===== src/rtl/alu_seq_pkg.sv =====
// Shared types for the sequential ALU: operation encoding and controller states.
package alu_seq_pkg;

  typedef enum logic [1:0] {
    OpMul = 2'b00,
    OpSub = 2'b01,
    OpAnd = 2'b10,
    OpXor = 2'b11
  } op_e;

  typedef enum logic [1:0] {
    StIdle = 2'b00,
    StMul  = 2'b01,
    StDone = 2'b10
  } state_e;

endpackage


===== src/rtl/mul_seq.sv =====
// Unsigned shift-add multiplier, one multiplier bit per cycle.
// ALU_SEQ_EARLY_TERM_EN: finish once the remaining multiplier bits are all zero.
module mul_seq #(
  parameter int unsigned WIDTH = 8
) (
  input  logic               clk,
  input  logic               rst,
  input  logic               start,
  input  logic [WIDTH-1:0]   a,
  input  logic [WIDTH-1:0]   b,
  output logic               done,
  output logic [2*WIDTH-1:0] product
);

  localparam int unsigned CntW = (WIDTH > 2) ? $clog2(WIDTH) : 1;

  logic                 busy_q, busy_d;
  logic [2*WIDTH-1:0]   acc_q, acc_d;
  logic [2*WIDTH-1:0]   mcand_q, mcand_d;
  logic [WIDTH-1:0]     mplier_q, mplier_d;
  logic [CntW-1:0]      cnt_q, cnt_d;
  logic [2*WIDTH-1:0]   sum;
  logic                 last;

  // product is the accumulator after the current iteration, valid while done=1
  assign sum     = acc_q + (mplier_q[0] ? mcand_q : '0);
  assign product = sum;

`ifdef ALU_SEQ_EARLY_TERM_EN
  assign last = (mplier_q[WIDTH-1:1] == '0) || (cnt_q == CntW'(WIDTH - 1));
`else
  assign last = (cnt_q == CntW'(WIDTH - 1));
`endif

  assign done = busy_q & last;

  always_comb begin
    busy_d   = busy_q;
    acc_d    = acc_q;
    mcand_d  = mcand_q;
    mplier_d = mplier_q;
    cnt_d    = cnt_q;
    if (start) begin
      busy_d   = 1'b1;
      acc_d    = '0;
      mcand_d  = {{WIDTH{1'b0}}, a};
      mplier_d = b;
      cnt_d    = '0;
    end else if (busy_q) begin
      acc_d    = sum;
      mcand_d  = mcand_q << 1;
      mplier_d = mplier_q >> 1;
      cnt_d    = cnt_q + 1'b1;
      if (last) busy_d = 1'b0;
    end
  end

  always_ff @(posedge clk) begin
    if (rst) begin
      busy_q   <= 1'b0;
      acc_q    <= '0;
      mcand_q  <= '0;
      mplier_q <= '0;
      cnt_q    <= '0;
    end else begin
      busy_q   <= busy_d;
      acc_q    <= acc_d;
      mcand_q  <= mcand_d;
      mplier_q <= mplier_d;
      cnt_q    <= cnt_d;
    end
  end

endmodule


===== src/rtl/alu_seq.sv =====
// Sequential ALU with valid/ready handshakes; MUL runs on the mul_seq engine.
// ALU_SEQ_EARLY_TERM_EN (in mul_seq) shortens MUL latency; results are unchanged.
module alu_seq
  import alu_seq_pkg::*;
#(
  parameter int unsigned WIDTH = 8
) (
  input  logic               clk,
  input  logic               rst,
  input  logic               in_valid,
  output logic               in_ready,
  input  logic [WIDTH-1:0]   a,
  input  logic [WIDTH-1:0]   b,
  input  logic [1:0]         op,
  output logic               out_valid,
  input  logic               out_ready,
  output logic [2*WIDTH-1:0] result,
  output logic               z,
  output logic               n,
  output logic               c,
  output logic               v
);

  state_e               state_q, state_d;
  logic [2*WIDTH-1:0]   result_q, result_d;
  logic                 z_q, z_d, n_q, n_d, c_q, c_d, v_q, v_d;

  op_e                  op_in;
  logic                 accept;
  logic                 mul_start, mul_done;
  logic [2*WIDTH-1:0]   mul_product;
  logic [WIDTH-1:0]     diff, alu_res;

  assign op_in     = op_e'(op);
  assign accept    = in_valid && (state_q == StIdle);
  assign mul_start = accept && (op_in == OpMul);
  assign diff      = a - b;

  always_comb begin
    unique case (op_in)
      OpSub:   alu_res = diff;
      OpAnd:   alu_res = a & b;
      OpXor:   alu_res = a ^ b;
      default: alu_res = '0;
    endcase
  end

  mul_seq #(
    .WIDTH (WIDTH)
  ) u_mul_seq (
    .clk     (clk),
    .rst     (rst),
    .start   (mul_start),
    .a       (a),
    .b       (b),
    .done    (mul_done),
    .product (mul_product)
  );

  always_comb begin
    state_d  = state_q;
    result_d = result_q;
    z_d      = z_q;
    n_d      = n_q;
    c_d      = c_q;
    v_d      = v_q;
    unique case (state_q)
      StIdle: begin
        if (accept) begin
          if (op_in == OpMul) begin
            state_d = StMul;
          end else begin
            state_d  = StDone;
            result_d = {{WIDTH{1'b0}}, alu_res};
            z_d      = (alu_res == '0);
            n_d      = alu_res[WIDTH-1];
            c_d      = (op_in == OpSub) && (a >= b);
            // signed overflow: operand signs differ and result sign differs from a
            v_d      = (op_in == OpSub) && (a[WIDTH-1] != b[WIDTH-1]) &&
                       (diff[WIDTH-1] != a[WIDTH-1]);
          end
        end
      end
      StMul: begin
        if (mul_done) begin
          state_d  = StDone;
          result_d = mul_product;
          z_d      = (mul_product == '0);
          n_d      = mul_product[2*WIDTH-1];
          c_d      = 1'b0;
          v_d      = 1'b0;
        end
      end
      StDone: begin
        if (out_ready) state_d = StIdle;
      end
      default: state_d = StIdle;
    endcase
  end

  always_ff @(posedge clk) begin
    if (rst) begin
      state_q  <= StIdle;
      result_q <= '0;
      z_q      <= 1'b0;
      n_q      <= 1'b0;
      c_q      <= 1'b0;
      v_q      <= 1'b0;
    end else begin
      state_q  <= state_d;
      result_q <= result_d;
      z_q      <= z_d;
      n_q      <= n_d;
      c_q      <= c_d;
      v_q      <= v_d;
    end
  end

  assign in_ready  = (state_q == StIdle);
  assign out_valid = (state_q == StDone);
  assign result    = result_q;
  assign z         = z_q;
  assign n         = n_q;
  assign c         = c_q;
  assign v         = v_q;

endmodule

===== config.mk =====
export PLATFORM = sky130hd
export DESIGN_NAME = alu_seq
export DESIGN_NICKNAME = d
export VERILOG_FILES = /design/src/rtl/alu_seq_pkg.sv /design/src/rtl/mul_seq.sv /design/src/rtl/alu_seq.sv
export SDC_FILE = /design/constraint.sdc
export NUM_CORES = 1
export LEC_CHECK = 0
export CAP_MARGIN = 20
export CORE_MARGIN = 2
export CORE_UTILIZATION = 40
export CTS_BUF_LIST = sky130_fd_sc_hd__clkbuf_4 sky130_fd_sc_hd__clkbuf_8
export DETAILED_ROUTE_END_ITERATION = 10
export PLACE_DENSITY_LB_ADDON = 0.05
export SLEW_MARGIN = 20
export SYNTH_ARGS = -nofsm -noshare
export SYNTH_HDL_FRONTEND = slang
export SYNTH_SLANG_ARGS = --single-unit

===== constraint.sdc =====
create_clock -name clk -period 4.8 [get_ports clk]
set_input_delay 0.72 -clock clk [delete_from_list [all_inputs] [get_ports clk]]
set_output_delay 0.72 -clock clk [all_outputs]
set_load 0.05 [all_outputs]

==> results of run 1 <==
## metrics by stage
step	hold WS (ns)	setup slack (ns)	utilization [%]	instances	power, mW
floorplan	0.4602	2.216	-	512	0.7946
detailed placement	0.4459	1.329	46.38	663	0.8823
finish	0.4509	1.628	48.73	679	1.457
global route	0.4704	1.320	48.73	679	1.524
CTS	0.4559	1.681	48.73	679	1.471
global placement	0.4434	1.310	46.38	663	0.8798
## cell families (layout without fill, tap and decap cells)
group / after synthesis / in the layout / synth area share [%]
compound gates: 121 / 121 / 20.57
mux: 46 / 46 / 10.68
flops: 66 / 66 / 30.56
xor+xnor: 12 / 12 / 2.431
buf+inv: 49 / 80 / 4.369
fa+ha+maj: 35 / 35 / 10.47
simple gates: 183 / 183 / 20.92
## final cells by class
type	instances	area (sq um)
tap	136	170.2
multi-input combinational	397	2814
sequential	66	1323
fill	1027	5340
timing repair buffer	47	460.4
clock inverter	6	113.9
clock buffer	10	131.4
inverter	17	63.81
## cell usage after synthesis (4+ instances only)
cell type                  instances  share of area [%]
sky130_fd_sc_hd__nand3b_1          5               0.87
sky130_fd_sc_hd__xnor2_1           8                1.6
sky130_fd_sc_hd__nor3_1           11                1.3
sky130_fd_sc_hd__clkbuf_1         26                2.3
sky130_fd_sc_hd__a21oi_1          30                3.5
sky130_fd_sc_hd__nand2b_1         11                1.6
sky130_fd_sc_hd__o21a_1            4               0.69
sky130_fd_sc_hd__a211oi_1         23                4.0
sky130_fd_sc_hd__o21ai_0           7               0.81
sky130_fd_sc_hd__mux2i_1          45                 10
sky130_fd_sc_hd__buf_2             4               0.46
sky130_fd_sc_hd__nand4_1           5               0.72
sky130_fd_sc_hd__a21o_1           10                1.7
sky130_fd_sc_hd__nand2_1          18                1.6
sky130_fd_sc_hd__a221oi_1          4               0.81
sky130_fd_sc_hd__nor2_1           87                7.6
sky130_fd_sc_hd__a22oi_1          10                1.7
sky130_fd_sc_hd__ha_1             33                9.5
sky130_fd_sc_hd__inv_1            17                1.5
sky130_fd_sc_hd__xor2_1            4               0.81
sky130_fd_sc_hd__and2_1           15                2.2
sky130_fd_sc_hd__nand3_1           5               0.58
sky130_fd_sc_hd__nor2b_1           6               0.87
sky130_fd_sc_hd__dfxtp_1          66                 31
## where the power goes
| group | internal (mW) | leakage (nW) | switching [mW] |
|---|---|---|---|
| registers | 0.569 | 0.535 | 0.0181 |
| logic | 0.108 | 1.36 | 0.175 |
| clock network | 0.353 | 0.117 | 0.234 |
## worst max-delay path: stages
cell,delay (ns)
sky130_fd_sc_hd__clkdlybuf4s50_1,0.54
sky130_fd_sc_hd__ha_1,0.21
sky130_fd_sc_hd__inv_1,0.06
sky130_fd_sc_hd__fa_1,0.39
sky130_fd_sc_hd__a21o_1,0.18
sky130_fd_sc_hd__a21oi_1,0.20
sky130_fd_sc_hd__o21ai_0,0.20
sky130_fd_sc_hd__mux2i_1,0.16
sky130_fd_sc_hd__a22oi_1,0.33
sky130_fd_sc_hd__nor2_1,0.06
sky130_fd_sc_hd__o21ai_0,0.24
sky130_fd_sc_hd__a21oi_1,0.10
## worst max path at each step
stage | from | end | cells past startpoint
floorplan | a[0] | result[6] | 12
global placement | b[0] | result[6] | 12
detailed placement | op[0] | result[14] | 7
CTS | b[0] | result[6] | 12
global route | op[0] | result[12] | 7
finish | b[0] | result[6] | 12
## state kept, by name, indices dropped and copies added (netlist names)
name / count
u_mul_seq.acc_q: 16
u_mul_seq.busy_q: 1
result: 16
u_mul_seq.mcand_q: 16
u_mul_seq.cnt_q: 3
c: 1
z: 1
state_q: 2
v: 1
u_mul_seq.mplier_q: 8
n: 1
## layout by cell type (no fill, tap or decap), types with 6 or more instances in the layout
| cell type | Yosys | final |
|---|---|---|
| sky130_fd_sc_hd__a211oi_1 | 23 | 23 |
| sky130_fd_sc_hd__a21o_1 | 10 | 10 |
| sky130_fd_sc_hd__a21oi_1 | 30 | 30 |
| sky130_fd_sc_hd__a22oi_1 | 10 | 10 |
| sky130_fd_sc_hd__and2_1 | 15 | 15 |
| sky130_fd_sc_hd__clkbuf_8 | 0 | 9 |
| sky130_fd_sc_hd__clkdlybuf4s50_1 | 0 | 43 |
| sky130_fd_sc_hd__dfxtp_1 | 66 | 65 |
| sky130_fd_sc_hd__ha_1 | 33 | 33 |
| sky130_fd_sc_hd__inv_1 | 17 | 17 |
| sky130_fd_sc_hd__mux2i_1 | 45 | 45 |
| sky130_fd_sc_hd__nand2_1 | 18 | 18 |
| sky130_fd_sc_hd__nand2b_1 | 11 | 11 |
| sky130_fd_sc_hd__nor2_1 | 87 | 87 |
| sky130_fd_sc_hd__nor2b_1 | 6 | 6 |
| sky130_fd_sc_hd__nor3_1 | 11 | 11 |
| sky130_fd_sc_hd__o21ai_0 | 7 | 7 |
| sky130_fd_sc_hd__xnor2_1 | 8 | 8 |
## routing by layer
layer / global-route usage [%] / part of all wire [%] / vias up
met2: 30.14 / 44 / 66
met4: 5.586 / 1.4 / 0
met1: 29.85 / 51 / 1790
met5: 0 / 0 / -
li1: - / - / 1898
met3: 3.677 / 4.0 / 13
==> results.sh, run 1 <==
export IMPL_number_of_nets_produced_by_synthesis=569
export IMPL_globalRoute_totalOverflow=0
export IMPL_grt_start_max_net_pins=48
export IMPL_post_cts_setup_buffer_count=0
export IMPL_insertion_delay_ns=0.35
export IMPL_clk_path_buf_depth=2
export IMPL_cts_sinks=66
export IMPL_critPathCaptureType="register"
export IMPL_timing_hold_worst_start="result[7]"
export IMPL_vias_per_cell=5.548
export IMPL_drive_gt1_share_pct=6.446
export IMPL_tritoncts_clock_tree="yes"
export IMPL_ant_nets=0
export IMPL_via_count_of_the_first_global_routing_pass=3558
export IMPL_arrival_worst_endpoint_ns=3.39
export IMPL_rows=37
export IMPL_critical_path_peak_fanout=3
export IMPL_place_hpwl_mm=8.134
export IMPL_synth_area_sq_um=4324
export IMPL_grt_pass1_wl_mm=18.50
export IMPL_post_cts_clock_slew_at_the_launch_and_capture_registers_of_the_worst_setup_and_hold_paths_ns=0.08
export IMPL_final_period_minus_worst_setup_slack_ns=3.172
export IMPL_worstHoldPathCells=2
export IMPL_timing_hold_violations_final=0
export IMPL_yosys_most_used_dff="sky130_fd_sc_hd__dfxtp_1"
export IMPL_asyncSetResetFlopFracSynth_pct=0
export IMPL_status="finished clean"
export IMPL_final_design_instance_area_without_fill_sq_um=5076
export IMPL_insertedDiodeCount=0
export IMPL_layout_skew_ns=0.01141
export IMPL_hold_buffers=0
export IMPL_die_width_um=108.0
export IMPL_ff2ff_path_depth=10
export IMPL_wire_per_inst_um=16.37
export IMPL_placedInstanceArea_sq_um=4831
export IMPL_final_nets=595
export IMPL_number_of_synthesized_flops_with_an_enable_pin=0
export IMPL_fin_tns_setup_ns=0
export IMPL_max_cap_violations=0
export IMPL_regToRegStartpoint="u_mul_seq.mplier_q[0]"
export IMPL_maxSlewHeadroom_pct=39.17
export IMPL_final_min_period_over_clock_period_pct=66.08
export IMPL_ys_seq_area_share_pct=30.56
export IMPL_worstPathRequired_ns=5.02
export IMPL_die_height_um=108.0
export IMPL_worst_slew_pin_slew_ns=0.9102
export IMPL_max_vdd_ir_drop_mv=0.1610
export IMPL_port_buffers=43
export IMPL_maxSlewViolCount=0
export IMPL_average_footprint_of_a_synthesized_cell_sq_um=8.446
export IMPL_antenna_violations_before_repair=0
export IMPL_finalWirelength_mm=11.11
export IMPL_floorplan_die_area_sq_um=11660
export IMPL_setup_worst_path_start_class="primary input"
export IMPL_root_buffer="sky130_fd_sc_hd__clkbuf_8"
export IMPL_achievable_frequency_mhz=315.3
export IMPL_total_number_of_vias=3767
export IMPL_r2r_slack_ns=1.77
export IMPL_rr_endpoint="z"
export IMPL_pwr_density_cell_nw_per_um2=287.0
export IMPL_yosysUniqueCellTypes=62
export IMPL_unrepaired_setup_endpoints_after_global_routing="false"
export IMPL_cts_resized=0
export IMPL_drt_iter0_drc=135
export IMPL_hp_class="reg -> reg"
export IMPL_grt_resource_usage_total_pct=20.22
export IMPL_whs_endpoint="result[7]"
export IMPL_area_growth_synth_to_final_pct=17.39
export IMPL_drt_drc_violations_left=0
export IMPL_core_region_area_sq_um=10420
export IMPL_floorplan_initialDensity_pct=41.51
export IMPL_cts_htree_levels=3
export IMPL_finalWeightedCongestion=0.8484
export IMPL_firstDrtPassIters=4
export IMPL_cts_buffers_inserted=9
export IMPL_worstSetupPathType="in -> reg"
export IMPL_boundaryPins=44
export IMPL_yosys_warnings=0
export IMPL_static_leakage_power_nw=2.016
export IMPL_finalSetupViolCount=0
export IMPL_syn_instance_count=512
export IMPL_flop_and_latch_count_out_of_synthesis=66
Power figures use the tool's default switching activity.
==> run 2: changes to the inputs <==
Clock period 4.8 ns to 3.2 ns, I/O delays scaled along.
==> results.sh, run 2 (same netlist as run 1, synthesis figures left out) <==
export IMPL_ant_nets=0
export IMPL_critPathCaptureType="register"
export IMPL_core_region_area_sq_um=10420
export IMPL_post_cts_setup_buffer_count=0
export IMPL_power_frac_comb_pct=20.6
export IMPL_cts_resized=0
export IMPL_finalSetupViolCount=0
export IMPL_cp_cell_sequence="buf_4 -> and2_1 -> ha_1 -> and4_1 -> a21o_1 -> o21ai_1 -> nand2b_1 -> o221a_2 -> and4b_1 -> nand4_1 -> o31ai_2"
export IMPL_finalWirelength_mm=11.11
export IMPL_grt_resource_usage_total_pct=19.95
export IMPL_power_total_mw=2.119
export IMPL_timing_hold_violations_final=0
export IMPL_pwr_density_cell_nw_per_um2=411.0
export IMPL_final_min_period_over_clock_period_pct=88.41
export IMPL_rows=37
export IMPL_drive_gt1_share_pct=8.633
export IMPL_globalRoute_totalOverflow=0
export IMPL_tritoncts_clock_tree="yes"
export IMPL_r2r_slack_ns=0.37
export IMPL_die_width_um=108.0
export IMPL_port_buffers=43
export IMPL_max_cap_violations=0
export IMPL_fin_tns_setup_ns=0
export IMPL_insertedDiodeCount=0
export IMPL_hold_buffers=0
export IMPL_place_hpwl_mm=8.315
export IMPL_clock_power_share_pct=37.9
export IMPL_final_cell_mix="sky130_fd_sc_hd__nor2_1, sky130_fd_sc_hd__dfxtp_1, sky130_fd_sc_hd__mux2i_1"
export IMPL_slowest_delay_ns=0.36
export IMPL_via_count_of_the_first_global_routing_pass=3518
export IMPL_boundaryPins=44
export IMPL_worstSetupPathType="reg -> reg"
export IMPL_max_vdd_ir_drop_mv=0.1876
export IMPL_cts_buffers_inserted=9
export IMPL_finalWeightedCongestion=0.8897
export IMPL_layout_commonest_cell="sky130_fd_sc_hd__nor2_1"
export IMPL_root_buffer="sky130_fd_sc_hd__clkbuf_8"
export IMPL_critical_path_peak_fanout=12
export IMPL_arrival_worst_endpoint_ns=3.09
export IMPL_floorplan_die_area_sq_um=11660
export IMPL_total_number_of_vias=3746
export IMPL_grt_pass1_wl_mm=18.17
export IMPL_wire_per_inst_um=16.05
export IMPL_setup_worst_path_start_class="register"
export IMPL_sw_frac_of_total_pct=29.88
export IMPL_maxSlewHeadroom_pct=50.31
export IMPL_drt_iter0_drc=177
export IMPL_clk_path_buf_depth=2
export IMPL_worst_slew_pin_slew_ns=0.7454
export IMPL_slowest_stage="sky130_fd_sc_hd__ha_1"
export IMPL_final_nets=608
export IMPL_area_growth_synth_to_final_pct=19.24
export IMPL_cellInternalPower_mw=1.486
export IMPL_power_switching_uw=633.1
export IMPL_final_period_minus_worst_setup_slack_ns=2.829
export IMPL_layout_skew_ns=0.009876
export IMPL_vias_per_cell=5.413
export IMPL_static_leakage_power_nw=2.076
export IMPL_die_height_um=108.0
export IMPL_insertion_delay_ns=0.34
export IMPL_maxSlewViolCount=0
export IMPL_grt_start_max_net_pins=48
export IMPL_cts_sinks=66
export IMPL_post_cts_clock_slew_at_the_launch_and_capture_registers_of_the_worst_setup_and_hold_paths_ns=0.08
export IMPL_achievable_frequency_mhz=353.5
export IMPL_cts_htree_levels=3
export IMPL_status="finished clean"
export IMPL_firstDrtPassIters=4
export IMPL_antenna_violations_before_repair=0
export IMPL_unrepaired_setup_endpoints_after_global_routing="false"
export IMPL_seq_power_share_pct=41.5
export IMPL_worstPathRequired_ns=3.46
export IMPL_floorplan_initialDensity_pct=41.51
export IMPL_drt_drc_violations_left=0
export IMPL_hp_class="reg -> reg"
[run 2: cell types whose count changed in the layout (fill, tap and decap cells not counted), sizes merged]
cell      before  now
clkinvlp       2    1
bufinv         3    2
inv           18   17
buf            4   17
clkinv         0    3
[run 2: per-stage QoR]
step	util, %	setup WS, ns	cells	hold WS, ns	instance area [sq um]
5_1_grt	49.50	0.09782	692	0.4920	5156
3_3_place_gp	47.32	0.1370	676	0.4530	4928
4_1_cts	49.50	0.3643	692	0.4724	5156
6_report	49.50	0.3709	692	0.4733	5156
3_5_place_dp	47.32	0.08527	676	0.4628	4928
2_1_floorplan	-	0.6351	512	0.4602	4324
[run 2: per-layer routing]
metal	wire (um)	track usage, %	up-vias	share of wire, %
met4	56	4.396	0	0.50
li1	-	-	1927	-
met2	5103	31.63	70	46
met5	0	0	-	0
met3	380	3.797	4	3.4
met1	5565	28.22	1745	50
[run 2: final timing paths]
path | end | startpoint | depth (start not counted)
max | z | u_mul_seq.mplier_q[0] | 11
min | result[7] | result[7] | 2
max reg2reg | z | u_mul_seq.mplier_q[0] | 11
min reg2reg | result[7] | result[7] | 2
[run 2: cell type report]
| cell class | instances | area (sq um) |
|---|---|---|
| clock inverter | 6 | 90.09 |
| sequential | 66 | 1323 |
| multi-input combinational | 397 | 2814 |
| tap | 136 | 170.2 |
| inverter | 17 | 63.81 |
| fill | 1018 | 5260 |
| clock buffer | 10 | 137.6 |
| timing repair buffer | 60 | 558.0 |
[run 2: worst max-delay path, delay by kind of cell, from the launching register on]
kind,cells,cell delay (ns)
buf+inv,1,0.17
flops,1,0.32
compound gates,4,0.94
simple gates,5,0.96
fa+ha+maj,1,0.36
[run 2: power groups by stage]
stage	Combinational [mW]	Clock, mW	Sequential [mW]
final	0.437	0.803	0.879
after floorplan	0.252	0	0.940
after CTS	0.439	0.825	0.879
after global routing	0.478	0.864	0.883
after global placement	0.435	0	0.898
after detailed placement	0.438	0	0.899
